**config.mk**
```make
export PLATFORM = sky130hd
export DESIGN_NAME = dataflow_invariant_q
export DESIGN_NICKNAME = d
export VERILOG_FILES = /design/src/rtl/dataflow_invariant_q.sv
export SDC_FILE = /design/constraint.sdc
export NUM_CORES = 1
export LEC_CHECK = 0
export CORE_UTILIZATION = 47
export DETAILED_ROUTE_END_ITERATION = 10
export PLACE_DENSITY = 0.79
export SLEW_MARGIN = 20
export SYNTH_ARGS = -nofsm -noshare
export SYNTH_HDL_FRONTEND = slang
export SYNTH_SLANG_ARGS = --single-unit
```
**constraint.sdc**
```tcl
create_clock -name clk -period 2.2 [get_ports clk]
set_input_delay 0.66 -clock clk [delete_from_list [all_inputs] [get_ports clk]]
set_output_delay 0.66 -clock clk [all_outputs]
set_load 0.05 [all_outputs]
```
**src/rtl/dataflow_invariant_q.sv**
```systemverilog
// ---------------------------------------------------------------------------
// dataflow_invariant_q
//
// Queued, re-armable dataflow invariant. Values accepted on the a-side are
// stored in a small circular queue. The value at the head is replayed on the
// o-side once for every d token. A d token flagged d_last retires the head,
// and the next queued value becomes the invariant in the following cycle.
// The producer can therefore prefetch upcoming invariants while the current
// one is still being consumed.
//
// Parameters:
//   WIDTH     - data width of a_data / o_data
//   DEPTH     - number of queue entries (power of two, >= 2)
//   CNT_WIDTH - width of the per-value use counter (statistics build only)
//
// Ports:
//   clk        in   clock, all state changes on the rising edge
//   rst        in   synchronous active-high reset
//   d_valid    in   replay-request token valid
//   d_ready    out  replay-request token accepted
//   d_last     in   token is the last use of the current head value
//   a_valid    in   new invariant value valid
//   a_ready    out  queue has room for a value
//   a_data     in   invariant value
//   o_valid    out  replayed value valid
//   o_ready    in   downstream accepts the replayed value
//   o_data     out  head value (0 while the queue is empty)
//   o_last     out  d_last of the token being forwarded
//   occupancy  out  number of stored values
//   stat_reps  out  total uses of the most recently retired value
//                   (only when DATAFLOW_INVARIANT_Q_STATS_EN is defined)
//
// Optional feature macro: DATAFLOW_INVARIANT_Q_STATS_EN
// ---------------------------------------------------------------------------
module dataflow_invariant_q #(
   parameter int WIDTH     = 32,
   parameter int DEPTH     = 2,
   parameter int CNT_WIDTH = 16
) (
   input  logic                       clk,
   input  logic                       rst,
   input  logic                       d_valid,
   output logic                       d_ready,
   input  logic                       d_last,
   input  logic                       a_valid,
   output logic                       a_ready,
   input  logic [WIDTH-1:0]           a_data,
   output logic                       o_valid,
   input  logic                       o_ready,
   output logic [WIDTH-1:0]           o_data,
   output logic                       o_last,
   output logic [$clog2(DEPTH):0]     occupancy
`ifdef DATAFLOW_INVARIANT_Q_STATS_EN
   ,
   output logic [CNT_WIDTH-1:0]       stat_reps
`endif
);

   localparam int PTR_W = $clog2(DEPTH);
   localparam int CNT_W = PTR_W + 1;
   localparam logic [CNT_W-1:0] FULL_COUNT = CNT_W'(DEPTH);

   logic [WIDTH-1:0] mem [DEPTH];
   logic [PTR_W-1:0] rd;
   logic [PTR_W-1:0] wr;
   logic [CNT_W-1:0] count;

   logic empty;
   logic full;
   logic a_fire;
   logic d_fire;
   logic pop;

   // Handshake decode. Every ready/valid depends only on registered state and
   // the opposite side's valid/ready, so nothing on the a-side reaches the
   // o-side in the same cycle: a pushed value becomes visible one cycle later.
   // a_ready deliberately ignores a same-cycle pop, so a full queue never
   // accepts a value in the cycle that frees a slot.
   always_comb begin
      empty   = (count == '0);
      full    = (count == FULL_COUNT);
      a_ready = !full;
      a_fire  = a_valid && !full;
      o_valid = d_valid && !empty;
      d_ready = o_ready && !empty;
      d_fire  = d_valid && o_ready && !empty;
      o_last  = d_last && o_valid;
      pop     = d_fire && d_last;
      o_data  = empty ? '0 : mem[rd];
   end

   assign occupancy = count;

   // Queue storage. The entries carry no reset: the pointers and count decide
   // what is live, so stale contents after a reset are never observed.
   always_ff @(posedge clk) begin
      if (a_fire) begin
         mem[wr] <= a_data;
      end
   end

   // Pointer and count bookkeeping. A push and a pop in the same cycle both
   // move their pointers while the count stays put. DEPTH is a power of two,
   // so the pointers wrap simply by overflowing.
   always_ff @(posedge clk) begin
      if (rst) begin
         rd    <= '0;
         wr    <= '0;
         count <= '0;
      end else begin
         if (a_fire) begin
            wr <= wr + PTR_W'(1);
         end
         if (pop) begin
            rd <= rd + PTR_W'(1);
         end
         case ({a_fire, pop})
            2'b10:   count <= count + CNT_W'(1);
            2'b01:   count <= count - CNT_W'(1);
            default: count <= count;
         endcase
      end
   end

`ifdef DATAFLOW_INVARIANT_Q_STATS_EN
   logic [CNT_WIDTH-1:0] use_cnt;
   logic [CNT_WIDTH-1:0] use_cnt_inc;

   // Saturating "one more use" of the current head, shared by the running
   // counter and by the value latched when the head retires.
   always_comb begin
      use_cnt_inc = (use_cnt == '1) ? use_cnt : use_cnt + CNT_WIDTH'(1);
   end

   // Use statistics. Every fire on the head counts; on the retiring fire the
   // total (including that fire) is published on stat_reps and the running
   // counter restarts for the next head. stat_reps holds between retirements.
   always_ff @(posedge clk) begin
      if (rst) begin
         use_cnt   <= '0;
         stat_reps <= '0;
      end else if (d_fire) begin
         if (d_last) begin
            stat_reps <= use_cnt_inc;
            use_cnt   <= '0;
         end else begin
            use_cnt   <= use_cnt_inc;
         end
      end
   end
`endif

endmodule

```
==> results.json, run 1 <==
{
  "diodes": 0,
  "syn2layout_area_growth_pct": 64.3,
  "cts_tree": "yes",
  "wirelength_mm": 5.52,
  "leakage_uw": 0.00149,
  "vdd_drop_max_v": 0.000741,
  "fin_crit_ns": 2.19,
  "rows": 26,
  "drt_iter0_markers": 81,
  "final_cells": 327,
  "utilization_pct": 82.4,
  "grt_pass1_wl_mm": 8.71,
  "drt-wirelength-per-cell_um": 16.9,
  "nets": 291,
  "io_buffer_count": 75,
  "cellPowerDensity_mw_per_mm2": 1050,
  "grt_max_degree": 33,
  "clk_pin_slew_ns": 0.07,
  "core_mm2": 0.00527,
  "die_h_um": 77.0,
  "synth_fp_nets": 203,
  "post-route-period-util_pct": 99.5,
  "layout_commonest_cell": "edfxtp_1",
  "cts.sinks": 69,
  "cts_buffer_depth": 2,
  "drt-pass1-iter-count": 4,
  "status": "complete, no violations",
  "cts-root-buf": "clkbuf_8",
  "die_area_mm2": 0.00593,
  "finalWorstSetupSlack_ns": 0.0118,
  "cap_violations": 0,
  "synth-simple-area-share_pct": 7.01,
  "cts_buffers": 9,
  "hpwl_mm": 3.61,
  "synth.area.mux_share_pct": 12.1,
  "power_uw": 4540,
  "tightest_slew_ns": 0.290,
  "endpoint_kind": "output port",
  "synth-compound-area-share_pct": 1.28,
  "clock.fmax_ghz": 0.457,
  "synthCells": 164,
  "start_kind": "input pin",
  "report.final.slew_viol_count": 0,
  "drive_above_1_share_pct": 40.1,
  "design_area_mm2": 0.00434,
  "initial_core_util_pct": 50.1,
  "pre_cts_slack_ns": -0.0175,
  "place_area_mm2": 0.00404,
  "vias": 1657,
  "synthDistinctLibCells": 19,
  "post-route-drc-count": 0,
  "arrival_ns": 1.53,
  "antenna_left": 0,
  "layout_common_cells": "edfxtp_1 (64), buf_12 (39), clkdlybuf4s50_1 (37)",
  "clock-skew-final_ns": 0.00533,
  "setup_violations": 0,
  "place_inst": 311,
  "synth_top_family_by_area": "multiplexers",
  "hold_path.class": "flip-flop to flip-flop",
  "synth_xor_area_share_pct": 0.994,
  "gr-total-overflow": 0,
  "hold_violations": 0,
  "post_cts_buffers": 0,
  "via_per_inst": 5.07,
  "ys_ff_latch": 69,
  "synthAdderAreaFrac_pct": 0.473,
  "antenna_found_initial": 0,
  "syn_area_mm2": 0.00264,
  "path_max_fanout": 3,
  "yosysWarnings": 0,
  "gp_congestion": 0.687,
  "clk_latency_ns": 0.33,
  "grt_pass1_vias": 1827,
  "num_io_pins": 76,
  "syn_avg_cell_area_um2": 16.1,
  "ys_seq_area_share_pct": 76.5,
  "cts_max_level": 3,
  "max_slew_margin_pct": 80.1,
  "die_w_um": 77.0,
  "grtUsageTotal_pct": 19.9,
  "crit_required_ns": 1.54,
  "crit_type": "input pin to output port"
}
[power breakdown]
part / internal [uW] / switching (uW) / total (uW)
clock: 978 / 470 / 1450
combinational: 665 / 842 / 1510
sequential: 1550 / 37.6 / 1590
total: 3190 / 1350 / 4540
[per-layer routing]
metal  global-route usage (%)  vias to the layer above  wire length [um]
met5                        0                        -                 0
met4                     8.49                        0                84
met3                     5.00                       11               278
met2                     36.3                       66              2930
met1                     21.8                      801              2220
li1                         -                      779                 -
[cell type report]
class,count,area (um2)
timing repair buffer,84,1210
sequential,69,2030
tap,70,87.6
clock buffer,9,124
fill,264,927
inverter,2,11.3
clock inverter,7,161
multi-input combinational,86,722
[synth_stat cells, drive strengths merged]
master / n / share of area, %
inv: 2 / 0.28
nor2: 37 / 5.3
a21bo: 1 / 0.38
ha: 1 / 0.47
edfxtp: 64 / 73
xor2: 2 / 0.66
xnor2: 1 / 0.33
o2111ai: 1 / 0.33
or3: 1 / 0.24
and3: 1 / 0.24
nand2b: 1 / 0.24
nor2b: 2 / 0.47
mux2i: 32 / 12
a21oi: 2 / 0.38
dfxtp: 5 / 3.8
nand2: 2 / 0.28
nand3b: 1 / 0.28
buf: 7 / 1.3
o21ai: 1 / 0.19
[cells by family (layout without fill, tap and decap cells)]
kind of cell	count (synthesis)	count (layout)
xor+xnor	3	3
compound gates	5	5
mux	32	32
buf+inv	9	102
simple gates	45	45
fa+ha+maj	1	1
flops	69	69
[state kept, by name, summed over array words and instances (netlist names), named ones only]
signal,cells
occupancy,2
rd,1
wr,1
mem,64
[final timing paths]
check                                               start                         to  slack (ns)  depth (start not counted)
worst min register to register            rd$_SDFFE_PP0P_            rd$_SDFFE_PP0P_        0.51                          2
worst max-delay path                              d_valid                    o_valid        0.01                          3
worst max register to register  occupancy[0]$_SDFFE_PP0P_  occupancy[1]$_SDFFE_PP0P_        0.65                          5
worst min-delay path                      rd$_SDFFE_PP0P_            rd$_SDFFE_PP0P_        0.51                          2
[worst max-delay path, cell delays in order]
cell,delay [ns]
clkdlybuf4s50_1,0.51
nor2b_2,0.21
buf_12,0.15
[metrics by stage]
stage,setup TNS (ns),hold WS (ns)
2_1_floorplan,-2.64,0.472
3_3_place_gp,0,0.485
3_5_place_dp,-0.0316,0.496
4_1_cts,0,0.512
5_1_grt,-0.000166,0.537
6_report,0,0.513
[timing repair]
item | CTS | global route
endpoints found under the setup margin | 2 | 7
hold buffers | 0 | 0
endpoints found under the hold margin | 0 | 0
gates resized for setup | 2 | 3
Power figures use the tool's default switching activity.
==> inputs of run 2 (changes only) <==
--- a/config.mk
+++ b/config.mk
@@ -5,9 +5,11 @@
 export SDC_FILE = /design/constraint.sdc
 export NUM_CORES = 1
 export LEC_CHECK = 0
+export CORE_MARGIN = 1
 export CORE_UTILIZATION = 47
 export DETAILED_ROUTE_END_ITERATION = 10
 export PLACE_DENSITY = 0.79
+export SETUP_SLACK_MARGIN = 0.5
 export SLEW_MARGIN = 20
 export SYNTH_ARGS = -nofsm -noshare
 export SYNTH_HDL_FRONTEND = slang
==> run 2 against run 1 <==
Sequential share of layout area decreased by 3.6 points. First-iteration DRC count unchanged. Count of clock-buffer cells in the layout increased by 5. Via count increased by 6.1%. Total power decreased by 6.9%. Sequential power about the same. Critical endpoint is now o_data[12]. Largest cell class unchanged. Largest power group is now combinational cells.
==> results.json, run 2 (same netlist as run 1, synthesis figures left out) <==
{
  "status": "complete, no violations",
  "gp_congestion": 0.654,
  "drt-pass1-iter-count": 4,
  "path_cells": "buf_12, mux2i_4, nor2_4, buf_4",
  "cpPeakStageDelay_ns": 0.43,
  "r2r_end": "occupancy[1]$_SDFFE_PP0P_",
  "max_slew_margin_pct": 83.5,
  "path_buf_inv": 2,
  "nets": 302,
  "crit_family": "flip-flops",
  "start_kind": "flip-flop",
  "drt-wirelength-per-cell_um": 20.6,
  "gr-max-usage-layer": "met2",
  "vdd_drop_max_v": 0.000576,
  "rrSetupSlack_ns": 0.49,
  "regMostFlops": "mem",
  "antenna_left": 0,
  "cellPowerDensity_mw_per_mm2": 896,
  "gr-total-overflow": 0,
  "num_io_pins": 76,
  "largest_reg_flops": 64,
  "rows": 26,
  "leakage_uw": 0.00158,
  "diodes": 0,
  "die_h_um": 77.0,
  "grt_pass1_vias": 1898,
  "cts_tree": "yes",
  "clk_latency_ns": 0.34,
  "utilization_pct": 89.6,
  "power_uw": 4230,
  "grtUsageTotal_pct": 23.5,
  "cap_violations": 0,
  "use_met2_pct": 43.8,
  "hold_path.class": "flip-flop to flip-flop",
  "grt_pass1_wl_mm": 9.99,
  "crit_path_end": "o_data[12]",
  "arrival_ns": 1.48,
  "cts-root-buf": "clkbuf_8",
  "clock-skew-final_ns": 0.0109,
  "clk_pin_slew_ns": 0.07,
  "crit_type": "flip-flop to output port",
  "core_mm2": 0.00527,
  "antenna_found_initial": 0,
  "vias": 1758,
  "hpwl_mm": 3.64,
  "finalWorstSetupSlack_ns": 0.0632,
  "clock.fmax_ghz": 0.468,
  "drt_iter0_markers": 81,
  "die_area_mm2": 0.00593,
  "grt_max_degree": 23,
  "setup_violations": 0,
  "layout_commonest_cell": "edfxtp_1",
  "rsz0062_at_grt": "yes",
  "reg2reg_from": "occupancy[0]$_SDFFE_PP0P_",
  "crit_cells": 4,
  "report.final.slew_viol_count": 0,
  "drive_above_1_share_pct": 54.9,
  "syn2layout_area_growth_pct": 78.7,
  "met1_usage_pct": 24.9,
  "holdBufCountCts": 0,
  "finalSetupTns_ns": 0,
  "endpoint_kind": "output port",
  "grt_use_met3_pct": 5.24,
  "post-route-period-util_pct": 97.1,
  "tightest_slew_ns": 0.246,
  "initial_core_util_pct": 50.1,
  "fin_crit_ns": 2.14,
  "hold_violations": 0,
  "pre_cts_slack_ns": 0.00333,
  "die_w_um": 77.0,
  "post-route-drc-count": 0,
  "wirelength_mm": 6.95,
  "cts_buffers": 9,
  "cts.sinks": 69,
  "slowest_stage": "dfxtp_4",
  "io_buffer_count": 75,
  "path_max_fanout": 11,
  "via_per_inst": 5.20,
  "r2r_cells": 8,
  "cts_max_level": 3,
  "cts_buffer_depth": 2,
  "crit_required_ns": 1.54,
  "layout_common_cells": "edfxtp_1 (64), clkdlybuf4s50_1 (33), nor2_4 (32)"
}
## run 2: cell types whose count changed in the layout (fill, tap and decap cells not counted), moves of 4 or more
cell             change
buf_12              -14
buf_6               +18
bufinv_16            -5
clkdlybuf4s50_1      -4
dlygate4sd2_1        +4
mux2i_1             -30
mux2i_2              +5
mux2i_4             +25
nor2_2              -18
nor2_4              +21
## run 2: worst min-delay path by stage
stage / depth (start not counted) / startpoint / slack (ns) / to
finish: 2 / rd$_SDFFE_PP0P_ / 0.53 / rd$_SDFFE_PP0P_
global route: 2 / rd$_SDFFE_PP0P_ / 0.58 / rd$_SDFFE_PP0P_
CTS: 2 / rd$_SDFFE_PP0P_ / 0.51 / flip-flop
detailed placement: 2 / rd$_SDFFE_PP0P_ / 0.49 / flip-flop
global placement: 2 / rd$_SDFFE_PP0P_ / 0.49 / flip-flop
floorplan: 2 / rd$_SDFFE_PP0P_ / 0.47 / flip-flop
## run 2: routing by layer
metal,vias to the layer above,part of all wire [%]
li1,800,-
met1,882,37
met2,64,57
met3,12,4.0
met4,0,2.3
met5,-,0
## run 2: layout make-up
type | instances | area [um2]
clock inverters | 2 | 10.0
multi-input cells | 86 | 1190
inverters | 2 | 11.3
repair buffers | 95 | 1220
fillers | 174 | 547
well taps | 70 | 87.6
clock buffers | 14 | 163
flip-flops and latches | 69 | 2030
## run 2: per-stage QoR
| stage | hold WS [ns] | cell area [um2] | cells |
|---|---|---|---|
| 2_1_floorplan | 0.472 | 2930 | 164 |
| 3_3_place_gp | 0.486 | 4010 | 314 |
| 3_5_place_dp | 0.494 | 4010 | 314 |
| 4_1_cts | 0.512 | 4510 | 335 |
| 5_1_grt | 0.583 | 4720 | 338 |
| 6_report | 0.530 | 4720 | 338 |
## run 2: repair_timing
action | CTS | global route
pin swaps | 2 | 4
setup endpoints to repair | 39 | 55
resized for setup | 68 | 35
setup buffers | 4 | 3
gates cloned | 1 | 0
## run 2: report_power, final
group          internal [uW]  total [uW]  leakage [uW]  switching, uW
clock                    469         916     0.0000905            447
sequential              1560        1620      0.000642           69.6
combinational            738        1690      0.000851            951
total                   2760        4230       0.00158           1470
## run 2: worst min-delay path, delay by kind of cell (launching register included)
kind | cells | cell delay (ns)
flops | 1 | 0.33
xor+xnor | 1 | 0.08
simple gates | 1 | 0.08
